[config.mk]
export PLATFORM = sky130hd
export DESIGN_NAME = countdown_timer
export DESIGN_NICKNAME = d
export VERILOG_FILES = /design/src/rtl/countdown_timer.sv
export SDC_FILE = /design/constraint.sdc
export NUM_CORES = 1
export LEC_CHECK = 0
export ABC_AREA = 1
export CORE_MARGIN = 3
export CORE_UTILIZATION = 45
export CTS_CLUSTER_DIAMETER = 30
export DETAILED_ROUTE_END_ITERATION = 8
export PLACE_DENSITY_LB_ADDON = 0.05
export SLEW_MARGIN = 10
export SYNTH_ARGS = -nofsm -noshare
export SYNTH_HDL_FRONTEND = slang
export SYNTH_SLANG_ARGS = --single-unit
export TNS_END_PERCENT = 100
[constraint.sdc]
create_clock -name i_clk -period 4.8 [get_ports i_clk]
set_input_delay 0.48 -clock i_clk [delete_from_list [all_inputs] [get_ports i_clk]]
set_output_delay 0.48 -clock i_clk [all_outputs]
set_load 0.1 [all_outputs]
[src/rtl/countdown_timer.sv]
// rtl/countdown_timer.sv - BCD MM:SS countdown timer driven by a 1 Hz tick
module countdown_timer #(
  parameter bit p_auto_reload = 1'b0
) (
  input  logic       i_clk,
  input  logic       i_rst,
  input  logic       i_tick,
  input  logic       i_load,
  input  logic [7:0] i_load_min,
  input  logic [7:0] i_load_sec,
  input  logic       i_start,
  input  logic       i_pause,
  output logic [7:0] o_min,
  output logic [7:0] o_sec,
  output logic       o_busy,
  output logic       o_stop,
  output logic       o_done,
  output logic       o_expired,
  output logic       o_err
);

  typedef enum logic [1:0] {IDLE, RUN, PAUSE, EXPIRED} state_t;

  state_t     state, state_nx;
  logic [7:0] min_q, sec_q, min_nx, sec_nx;
  logic [7:0] rld_min, rld_sec, rld_min_nx, rld_sec_nx;
  logic       done_q, done_nx, err_q, err_nx;
  logic [7:0] dec_min, dec_sec;
  logic       load_ok, is_zero, dec_zero;

  assign load_ok = (i_load_min[7:4] <= 4'd9) && (i_load_min[3:0] <= 4'd9) &&
                   (i_load_sec[7:4] <= 4'd5) && (i_load_sec[3:0] <= 4'd9) &&
                   ((i_load_min | i_load_sec) != 8'h00);
  assign is_zero  = (min_q == 8'h00) && (sec_q == 8'h00);
  assign dec_zero = (dec_min == 8'h00) && (dec_sec == 8'h00);

  // One-second BCD decrement; only used when the value is non-zero.
  always_comb begin
    dec_min = min_q;
    dec_sec = sec_q;
    if (sec_q[3:0] != 4'd0) begin
      dec_sec[3:0] = sec_q[3:0] - 4'd1;
    end else if (sec_q[7:4] != 4'd0) begin
      dec_sec = {sec_q[7:4] - 4'd1, 4'd9};
    end else begin
      dec_sec = 8'h59;
      if (min_q[3:0] != 4'd0) dec_min[3:0] = min_q[3:0] - 4'd1;
      else                    dec_min = {min_q[7:4] - 4'd1, 4'd9};
    end
  end

  always_comb begin
    state_nx   = state;
    min_nx     = min_q;
    sec_nx     = sec_q;
    rld_min_nx = rld_min;
    rld_sec_nx = rld_sec;
    done_nx    = 1'b0;
    err_nx     = 1'b0;
    if (i_load) begin
      if (load_ok) begin
        min_nx     = i_load_min;
        sec_nx     = i_load_sec;
        rld_min_nx = i_load_min;
        rld_sec_nx = i_load_sec;
        state_nx   = IDLE;
      end else begin
        err_nx = 1'b1;
      end
    end else if (i_pause) begin
      if (state == RUN) state_nx = PAUSE;
    end else if (i_start) begin
      if ((state == IDLE && !is_zero) || state == PAUSE) state_nx = RUN;
    end else if (i_tick && state == RUN) begin
      // Zero while running only happens with auto-reload: the next tick reloads.
      if (is_zero) begin
        min_nx = rld_min;
        sec_nx = rld_sec;
      end else begin
        min_nx = dec_min;
        sec_nx = dec_sec;
        if (dec_zero) begin
          done_nx = 1'b1;
          if (!p_auto_reload) state_nx = EXPIRED;
        end
      end
    end
  end

  always_ff @(posedge i_clk) begin
    if (i_rst) begin
      state   <= IDLE;
      min_q   <= 8'h00;
      sec_q   <= 8'h00;
      rld_min <= 8'h00;
      rld_sec <= 8'h00;
      done_q  <= 1'b0;
      err_q   <= 1'b0;
    end else begin
      state   <= state_nx;
      min_q   <= min_nx;
      sec_q   <= sec_nx;
      rld_min <= rld_min_nx;
      rld_sec <= rld_sec_nx;
      done_q  <= done_nx;
      err_q   <= err_nx;
    end
  end

  assign o_min     = min_q;
  assign o_sec     = sec_q;
  assign o_busy    = (state == RUN);
  assign o_stop    = (state != RUN);
  assign o_expired = (state == EXPIRED);
  assign o_done    = done_q;
  assign o_err     = err_q;

endmodule

## Word level (Yosys, flattened, before mapping)

Cells that the tools add are included.

- Flip-flop bits (word level): 36
- Input port bits: 22
- Output and inout port bits: 21
- Logic and storage cells: 85

- Add/subtract/negate cells: 4
- Order comparisons: 4
- Eq/ne operators: 10
- Multiplexer cells: 30
- Bitwise gates (word level): 3
- Reductions and logical operators: 27

Operator list:

| cell | number |
|---|---|
| 8-bit 2-to-1 mux | 15 |
| 8-bit logical NOT | 4 |
| 4-bit nonzero test | 5 |
| 2-bit 2-to-1 mux | 9 |
| 4-bit 2-to-1 mux | 4 |
| 4-bit by 1-bit subtractor with 4-bit output, second input constant | 4 |
| 4-bit <= comparator, second input constant | 3 |
| 1-bit logical AND | 8 |
| 8-bit OR | 1 |
| 8-bit nonzero test | 1 |
| 6-bit AND reduction | 1 |
| 6-bit OR reduction | 1 |
| 2-bit == test, second input constant | 2 |
| 4-bit by 3-bit <= comparator with 1-bit output, second input constant | 1 |
| 2-bit by 1-bit inequality test with 1-bit output, second input constant | 2 |
| 2-bit inequality test, second input constant | 2 |
| 4-bit by 2-bit inequality test with 1-bit output, second input constant | 1 |
| 4-bit inequality test, second input constant | 1 |
| 4-bit AND reduction | 1 |
| 3-bit by 2-bit inequality test with 1-bit output, second input constant | 1 |
| 2-bit by 1-bit == test with 1-bit output, second input constant | 1 |
| 2-bit logical NOT | 1 |
| 1-bit 2-to-1 mux | 2 |
| 1-bit inverter | 2 |
| other kinds (5) | 5 |

## Logic depth before layout (Yosys ltp)

Gate-level depths: netlist (run 1).

- Depth after elaboration: 12
- Mapped depth: 16
- Gate-level depth less buffers: 16

## Least setup slack after synthesis (run 1)

No wires, ideal clock.

- Path kind: register to output
- Start: register state[0]
- End: output o_stop
- Arrival time: 2.646 ns
- Required time: 4.320 ns
- Slack: 1.674 ns
- Stages on the path, launching flop included: 4
- Path buffers: 0
- Cells stage by stage: dfxtp_1 inv_1 nor2_1 inv_1

- Cells in the longest elaborated chain, start to end: 1

RTL lines:

| element | RTL line | text |
|---|---|---|
| start, declared | 24 | `state_t state, state_nx;` |
| start signal, assigned | 100 | `state <= state_nx;` |
| 2-bit by 1-bit inequality test with 1-bit output | 113 | `assign o_stop = (state != RUN);` |
| end, declared | 16 | `output logic o_stop,` |

No other way between the ends.

## Final worst setup path (run 1)

- Start: register state[0]
- End: output o_busy

- Cells in the longest elaborated chain, start to end: 1

RTL lines:

| element | RTL line | text |
|---|---|---|
| 2-bit by 1-bit == test with 1-bit output | 112 | `assign o_busy = (state == RUN);` |
| end, declared | 15 | `output logic o_busy,` |

No other way between the ends.

==> results of run 1 <==
[sequential cells by signal, summed over array words and instances (netlist names)]
register	count
rld_min	8
o_sec	8
o_err	1
o_min	8
state	2
o_done	1
rld_sec	8
[synth_stat cells, drive strengths merged]
cell / count / share of area
nand2: 94 / 0.18
inv: 39 / 0.069
dfxtp: 36 / 0.34
a21oi: 31 / 0.074
o21ai: 31 / 0.073
nor2: 29 / 0.067
nand3: 20 / 0.047
clkbuf: 9 / 0.016
o211ai: 8 / 0.028
a31oi: 7 / 0.021
nor3: 6 / 0.019
buf: 4 / 0.012
ha: 4 / 0.023
nand4: 3 / 0.0088
o22ai: 2 / 0.0059
a211oi: 1 / 0.0035
a22oi: 1 / 0.0035
clkinv: 1 / 0.0018
nor3b: 1 / 0.0035
nor4: 1 / 0.0029
o221ai: 1 / 0.0041
or2: 1 / 0.0029
[path summary, 6_finish.rpt]
kind         cells after the start                      end                     from
max                              3                   o_busy    state[0]$_SDFFE_PP0P_
min                              2  rld_sec[7]$_SDFFE_PP0P_  rld_sec[7]$_SDFFE_PP0P_
max reg2reg                     10    o_min[3]$_SDFFE_PP0P_    o_sec[2]$_SDFFE_PP0P_
min reg2reg                      2  rld_sec[7]$_SDFFE_PP0P_  rld_sec[7]$_SDFFE_PP0P_
[per-layer routing]
layer  part of all wire  global-route usage  vias to the layer above  wire (um)
li1                   -                   -                     1165          -
met1               0.47              0.3043                     1022       2713
met2               0.47              0.3501                       69       2712
met3              0.055             0.05073                        6        319
met4             0.0076             0.05138                        0         44
met5                  0                   0                        -          0
[layout by cell type (no fill, tap or decap), types with 7 or more instances in the layout]
master | netlist | final
sky130_fd_sc_hd__dfxtp_1 | 36 | 36
sky130_fd_sc_hd__nand2_1 | 88 | 88
sky130_fd_sc_hd__a31oi_1 | 7 | 7
sky130_fd_sc_hd__a21oi_1 | 30 | 30
sky130_fd_sc_hd__clkbuf_8 | 0 | 7
sky130_fd_sc_hd__clkdlybuf4s50_1 | 0 | 42
sky130_fd_sc_hd__o21ai_0 | 30 | 30
sky130_fd_sc_hd__o211ai_1 | 8 | 8
sky130_fd_sc_hd__nor2_1 | 25 | 25
sky130_fd_sc_hd__inv_1 | 36 | 36
sky130_fd_sc_hd__nand3_1 | 20 | 20
[kinds of logic after synthesis]
kind of cell	Yosys count	share of synthesized area
AOI/OAI and AO/OA	82	0.2127
and+or+nand+nor	155	0.3281
DFF	36	0.3374
buffers and inverters	53	0.09841
adders and majority gates	4	0.02343
[worst reg2reg max path, stage by stage, from the launching register on]
cell and delay (ns):
sky130_fd_sc_hd__dfxtp_1 0.37, sky130_fd_sc_hd__nor2_4 0.21, sky130_fd_sc_hd__nand2_4 0.11, sky130_fd_sc_hd__inv_2 0.15, sky130_fd_sc_hd__nand2_2 0.11, sky130_fd_sc_hd__nor3_4 0.53
sky130_fd_sc_hd__inv_2 0.20, sky130_fd_sc_hd__o21ai_0 0.20, sky130_fd_sc_hd__nand2_1 0.07, sky130_fd_sc_hd__o211ai_1 0.12, sky130_fd_sc_hd__a21oi_1 0.09
[per-stage QoR]
stage	cells	area, um2
global placement	412	2569
CTS	419	2665
finish	419	2665
global route	419	2665
detailed placement	412	2569
floorplan	330	2136
[area by class of cell]
class / instances / share of cell area
clock buffer: 7 / 0.03615
inverter: 40 / 0.05634
multi-input combinational: 241 / 0.4521
sequential: 36 / 0.2704
tap: 52 / 0.02441
timing repair buffer: 43 / 0.1606
[power by group through the flow]
stage	clock (mW)	sequential, mW	combinational [mW]
after floorplan	0	0.366	0.170
after global placement	0	0.326	0.284
after detailed placement	0	0.326	0.284
after CTS	0.232	0.319	0.285
after global routing	0.246	0.321	0.317
final	0.229	0.319	0.286
==> Flow_metrics.wiki, run 1 <==
{| class="wikitable"
! Metric !! Value
|-
| Relative slew slack || 0.3509
|-
| Cells along the critical path || inv_1 > nor2_1 > clkdlybuf4s50_1
|-
| Total negative slack for setup checks || 0 ns
|-
| Number of optimization iterations in the first detailed-route pass || 6
|-
| Per-cell via count in the routed design || 5.399
|-
| Final ANT Viol Nets || 0
|-
| Distinct cell type count after synthesis || 34
|-
| Effective utilization at floorplan || 0.4773
|-
| CP peak stage delay || 1.18 ns
|-
| Class of the tightest hold or removal check || register to register
|-
| Run status || completed
|-
| Number of vias in the routed layout || 2262
|-
| Max-slew violation total from the final report || 0
|-
| Achievable Freq || 393.4 MHz
|-
| Mean instance size in the synthesized netlist || 6.472 um2
|-
| GRT Resource Usage Total || 0.2204
|-
| Post-CTS repair timing setup buffer count || 0
|-
| Number of H-tree levels || 2
|-
| Clock Power Share || 0.275
|-
| Total power per unit cell area || 313.4 nW/um2
|-
| Number of flip-flops and latches in the synthesized netlist || 36
|-
| Final routed wire length divided by cell count || 13.82 um
|-
| Count of synthesis-stage warnings from yosys || 0
|-
| Area delta synth->final || 24.78%
|-
| Sequential cell area || 720.7 um2
|-
| Die Width || 74.89 um
|-
| Mapped Nets || 356
|-
| Pin count of the biggest net entering global routing || 31
|-
| Buffers on Ports || 42
|-
| Area of the core || 4474 um2
|-
| Count of final hold-check violations || 0
|-
| Area of the multi-input gates || 1205 um2
|-
| Portion of the post-synthesis area used by sequential elements || 0.3374
|-
| Number of remaining DRC errors || 0
|-
| Pwr Total || 0.8354 mW
|-
| Number of antenna diodes || 0
|-
| Total die area || 5609 um2
|-
| Number of setup violations in the final report || 0
|-
| Total net switching power || 0.3107 mW
|-
| Number of global-route vias before repair || 2034
|-
| Worst Clk Skew || 0.004362 ns
|-
| Drt total wl || 5790 um
|-
| Worst R2R Setup Slack || 2.49 ns
|-
| Maximum vdd drop || 0.1723 mV
|-
| Drt initial violations || 233
|-
| Worst setup path class || register to output port
|-
| Hold_buf cts || 0
|-
| Clock tree from TritonCTS || done
|-
| Final critical delay including setup and external delays || 2.542 ns
|-
| Vertical extent of the die || 74.89 um
|-
| Crit path arrival time || 2.06 ns
|-
| Final hold slack || 0.4539 ns
|-
| Wire length of the first global-routing pass || 9446 um
|-
| Required time of the critical path || 4.32 ns
|-
| Post-Place Worst Slack || 1.995 ns
|-
| Pleak || 1.060 nW
|-
| Worst-Skew Late Latency || 0.29 ns
|-
| Number of placement rows || 24
|-
| Antenna violations before repair || 0
|-
| Post-Synthesis Cells || 330
|-
| Final design utilization || 0.5956
|-
| CTS clk-pin slew, worst paths || 0.07 ns
|-
| Max cap viols || 0
|-
| Longest Clk Path Bufs || 2
|-
| Least-Margin Pin Slew || 0.9705 ns
|-
| Total gr overflow || 0
|-
| Post-synthesis instance area || 2136 um2
|-
| Critical Path Fanout Max || 4
|-
| Net count of the finished layout || 393
|-
| Number of top-level design ports || 43
|-
| Final-layout fill cell count || 446
|-
| Clock buffers created by TritonCTS || 5
|-
| Fraction of final layout cells sized beyond drive strength 1 || 0.06267
|-
| Share of the cycle needed by the critical path after routing || 0.5296
|-
| Last weighted congestion value of the routability-driven placer || 0.8213
|-
| Largest delay share family, worst path || buffers and inverters
|-
| RSZ-0062 raised after global routing || false
|-
| Post-cts repair resize count || 0
|-
| Detailed placement HPWL || 4213 um
|-
| Bufs and invs on worst path || 2
|-
| Seq pwr share || 0.382
|-
| Crit. End Element || output port
|-
| Smallest setup slack after layout || 2.258 ns
|-
| Internal Power || 0.5246 mW
|-
| # clock sinks || 36
|-
| Sort of element at the start of the critical path || register
|-
| Fraction of power spent switching nets || 0.3720
|-
| Cell chosen for the clock root || sky130_fd_sc_hd__clkbuf_8
|-
| Crit-path slowest cell || sky130_fd_sc_hd__clkdlybuf4s50_1
|-
| Part of the total power dissipated in combinational logic || 0.343
|}
(Power assumes the default switching activity.)
==> run 2, diff against run 1 <==
==> constraint.sdc (replaced) <==
create_clock -name i_clk -period 2.1 [get_ports i_clk]
set_input_delay 0.21 -clock i_clk [delete_from_list [all_inputs] [get_ports i_clk]]
set_output_delay 0.21 -clock i_clk [all_outputs]
set_load 0.1 [all_outputs]
==> run 2 against run 1 <==
Effect of this change:
- non-clock buffer count grew 8
- via count fell by 0.62%
- critical path depth rose by 11
- sequential power up 130%
- worst setup slack got worse by 2.1 ns
- wire length grew 1.4%
- critical endpoint is now state[1]$_SDFFE_PP0P_
- largest power group unchanged
- highest routed layer unchanged
==> Flow_metrics.wiki, run 2 (synthesis results as in run 1) <==
{| class="wikitable"
! Metric !! Value
|-
| Worst-Skew Late Latency || 0.29 ns (about the same)
|-
| GRT Resource Usage Total || 0.2225 (was 0.2204)
|-
| Number of remaining DRC errors || 0 (unchanged)
|-
| Post-cts repair resize count || 0 (unchanged)
|-
| Total power per unit cell area || 705.9 nW/um2 (was 313.4 nW/um2)
|-
| Crit path arrival time || 2.14 ns (was 2.06 ns)
|-
| Final-layout fill cell count || 456 (was 446)
|-
| Final design utilization || 0.6071 (was 0.5956)
|-
| Final ANT Viol Nets || 0 (unchanged)
|-
| Antenna violations before repair || 0 (unchanged)
|-
| Detailed placement HPWL || 4420 um (was 4213 um)
|-
| Drt initial violations || 190 (was 233)
|-
| Share of the cycle needed by the critical path after routing || 0.9143
|-
| Net count of the finished layout || 401 (was 393)
|-
| Sort of element at the start of the critical path || register (unchanged)
|-
| Count of final hold-check violations || 0 (unchanged)
|-
| Fraction of final layout cells sized beyond drive strength 1 || 0.1755 (was 0.06267)
|-
| Clock tree from TritonCTS || done (unchanged)
|-
| Top cell by count, worst path || sky130_fd_sc_hd__nand2_1
|-
| Worst setup path class || register to register (was register to output port)
|-
| Seq pwr share || 0.382 (about the same)
|-
| Sequential cell area || 738.2 um2 (was 720.7 um2)
|-
| Number of global-route vias before repair || 1986 (was 2034)
|-
| Cell area after placement || 2626 um2 (was 2569 um2)
|-
| Pleak || 1.149 nW (was 1.060 nW)
|-
| Capture instance of the worst register-to-register path || state[1]$_SDFFE_PP0P_ (was o_min[3]$_SDFFE_PP0P_)
|-
| Clock Power Share || 0.265 (was 0.275)
|-
| Reg-to-Reg Start || o_min[0]$_SDFFE_PP0P_ (was o_sec[2]$_SDFFE_PP0P_)
|-
| Max-slew violation total from the final report || 0 (unchanged)
|-
| # clock sinks || 36 (unchanged)
|-
| Depth of the worst register-to-register path || 14 (was 10)
|-
| Total net switching power || 0.7246 mW (was 0.3107 mW)
|-
| CTS clk-pin slew, worst paths || 0.07 ns (about the same)
|-
| Internal Power || 1.193 mW (was 0.5246 mW)
|-
| Vertical extent of the die || 74.89 um (unchanged)
|-
| Crit-path slowest cell || sky130_fd_sc_hd__dfxtp_2 (was sky130_fd_sc_hd__clkdlybuf4s50_1)
|-
| Total gr overflow || 0 (unchanged)
|-
| Required time of the critical path || 2.33 ns (was 4.32 ns)
|-
| Critical Path Fanout Max || 4 (unchanged)
|-
| Buffers on Ports || 42 (unchanged)
|-
| Finished layout cell area || 2716 um2 (was 2665 um2)
|-
| Cells along the critical path || inv_1 > ha_1 > nand3_1 > nor2_1 > nand3_1 > nand2_1 > nand2_1 > nor2_1 > nand3_1 > nand2_1 > nand2_2 > nand2_1 > nand2_1 > nor2_1 (was inv_1 > nor2_1 > clkdlybuf4s50_1)
|-
| Fraction of power spent switching nets || 0.3779 (was 0.3720)
|-
| Number of antenna diodes || 0 (unchanged)
|-
| CP peak stage delay || 0.34 ns (was 1.18 ns)
|-
| Pin count of the biggest net entering global routing || 31 (unchanged)
|-
| End point of the most critical hold path || rld_sec[7]$_SDFFE_PP0P_ (unchanged)
|-
| Number of placement rows || 24 (unchanged)
|-
| Wire length of the first global-routing pass || 9549 um (was 9446 um)
|-
| Clock buffers created by TritonCTS || 5 (unchanged)
|-
| Commonest non-fill, non-tap cell in the layout || sky130_fd_sc_hd__nand2_1 (unchanged)
|-
| RSZ-0062 raised after global routing || false (unchanged)
|-
| Final routed wire length divided by cell count || 13.72 um (was 13.82 um)
|-
| Area delta synth->final || 27.18% (was 24.78%)
|-
| Total die area || 5609 um2 (unchanged)
|-
| Met3 capacity usage during global routing || 0.05073 (unchanged)
|-
| Number of H-tree levels || 2 (unchanged)
|-
| Drt total wl || 5871 um (was 5790 um)
|-
| Grt peak-use layer || met2 (unchanged)
|-
| Number of vias in the routed layout || 2248 (was 2262)
|-
| Crit. End Element || register (was output port)
|-
| Number of top-level design ports || 43 (unchanged)
|-
| Longest Clk Path Bufs || 2 (unchanged)
|-
| Commonest non-fill, non-tap cells in the layout || sky130_fd_sc_hd__nand2_1, sky130_fd_sc_hd__inv_1, sky130_fd_sc_hd__a21oi_1, sky130_fd_sc_hd__o21ai_0, sky130_fd_sc_hd__buf_4 (was sky130_fd_sc_hd__nand2_1, sky130_fd_sc_hd__clkdlybuf4s50_1, sky130_fd_sc_hd__inv_1, sky130_fd_sc_hd__dfxtp_1)
|-
| Least-Margin Pin Slew || 0.6008 ns (was 0.9705 ns)
|-
| Met1 track demand over resource || 0.2981 (was 0.3043)
|-
| Relative slew slack || 0.5991 (was 0.3509)
|-
| Achievable Freq || 520.8 MHz
|-
| Post-CTS repair timing setup buffer count || 0 (unchanged)
|-
| Area of the core || 4474 um2 (unchanged)
|-
| Max cap viols || 0 (unchanged)
|-
| Worst R2R Setup Slack || 0.18 ns (was 2.49 ns)
|-
| Final critical delay including setup and external delays || 1.920 ns
|-
| Beginning of the worst hold path || rld_sec[7]$_SDFFE_PP0P_ (unchanged)
|-
| Number of setup violations in the final report || 0 (unchanged)
|-
| Part of the total power dissipated in combinational logic || 0.353 (was 0.343)
|-
| Worst Clk Skew || 0.005195 ns (was 0.004362 ns)
|-
| Class of the tightest hold or removal check || register to register (unchanged)
|-
| Pwr Total || 1.917 mW (was 0.8354 mW)
|-
| Run status || completed (unchanged)
|-
| Area of the multi-input gates || 1212 um2 (was 1205 um2)
|-
| Last weighted congestion value of the routability-driven placer || 0.8424 (was 0.8213)
|-
| Maximum vdd drop || 0.4110 mV (was 0.1723 mV)
|-
| Hold_buf cts || 0 (unchanged)
|-
| Die Width || 74.89 um (unchanged)
|-
| Effective utilization at floorplan || 0.4773 (unchanged)
|-
| Per-cell via count in the routed design || 5.252 (was 5.399)
|-
| Cell chosen for the clock root || sky130_fd_sc_hd__clkbuf_8 (unchanged)
|-
| Global-route met2 utilization || 0.3656 (was 0.3501)
|-
| Cell count of the worst hold path || 2 (unchanged)
|-
| Number of optimization iterations in the first detailed-route pass || 4 (was 6)
|}
run 2: changes by cell type in the layout (fill, tap and decap cells not counted):
cell                              previous run  this run
sky130_fd_sc_hd__clkdlybuf4s50_1            42        21
sky130_fd_sc_hd__clkbuf_1                    0         2
sky130_fd_sc_hd__nor2_1                     25        24
sky130_fd_sc_hd__dfxtp_1                    36        22
sky130_fd_sc_hd__dfxtp_2                     0        14
sky130_fd_sc_hd__buf_4                       1        28
sky130_fd_sc_hd__nor2_4                      2         3
sky130_fd_sc_hd__buf_12                      0         2
sky130_fd_sc_hd__clkbuf_8                    7         6
run 2: worst max path at each step:
stage | startpoint | end | slack [ns] | depth (start not counted)
2_1_floorplan | o_min[0]$_SDFFE_PP0P_ | state[1]$_SDFFE_PP0P_ | 0.05 | 14
3_3_place_gp | i_load_min[7] | rld_sec[6]$_SDFFE_PP0P_ | -0.004 | 8
3_5_place_dp | i_load_min[7] | rld_sec[5]$_SDFFE_PP0P_ | 0.02 | 8
4_1_cts | o_min[0]$_SDFFE_PP0P_ | state[1]$_SDFFE_PP0P_ | 0.15 | 14
5_1_grt | o_min[0]$_SDFFE_PP0P_ | state[1]$_SDFFE_PP0P_ | 0.003 | 15
6_report | o_min[0]$_SDFFE_PP0P_ | state[1]$_SDFFE_PP0P_ | 0.18 | 14
run 2: metrics by stage:
stage | cells | hold WS (ns) | TNS [ns] | setup WS, ns
after floorplan | 330 | 0.3546 | 0 | 0.04945
after global routing | 428 | 0.4681 | 0 | 0.002580
after detailed placement | 420 | 0.4295 | 0 | 0.01537
after global placement | 420 | 0.4267 | -0.01013 | -0.004242
after CTS | 428 | 0.4400 | 0 | 0.1498
final | 428 | 0.4468 | 0 | 0.1801
run 2: metal layers:
layer  up-vias  wire [um]  part of all wire
li1       1181          -                 -
met1      1003       2729              0.46
met2        60       2769              0.47
met3         4        321             0.055
met4         0         51            0.0087
met5         -          0                 0
run 2: cell type report:
cell class,instances,area share
clock buffers,8,0.03316
inverters,40,0.05527
multi-input cells,241,0.4463
flip-flops and latches,36,0.2718
well taps,52,0.02395
repair buffers,51,0.1695
run 2: worst max-delay path, delay by kind of cell, from the launching register on:
family        cells  cell delay (ns)
buf+inv           1             0.11
flops             1             0.34
simple gates     12             1.20
fa+ha+maj         1             0.20
run 2: power groups by stage:
stage	sequential, mW	combinational [mW]	clock (mW)
after detailed placement	0.748	0.672	0
after floorplan	0.841	0.391	0
final	0.733	0.676	0.508
after global placement	0.748	0.668	0
after CTS	0.732	0.675	0.522
after global routing	0.735	0.740	0.550
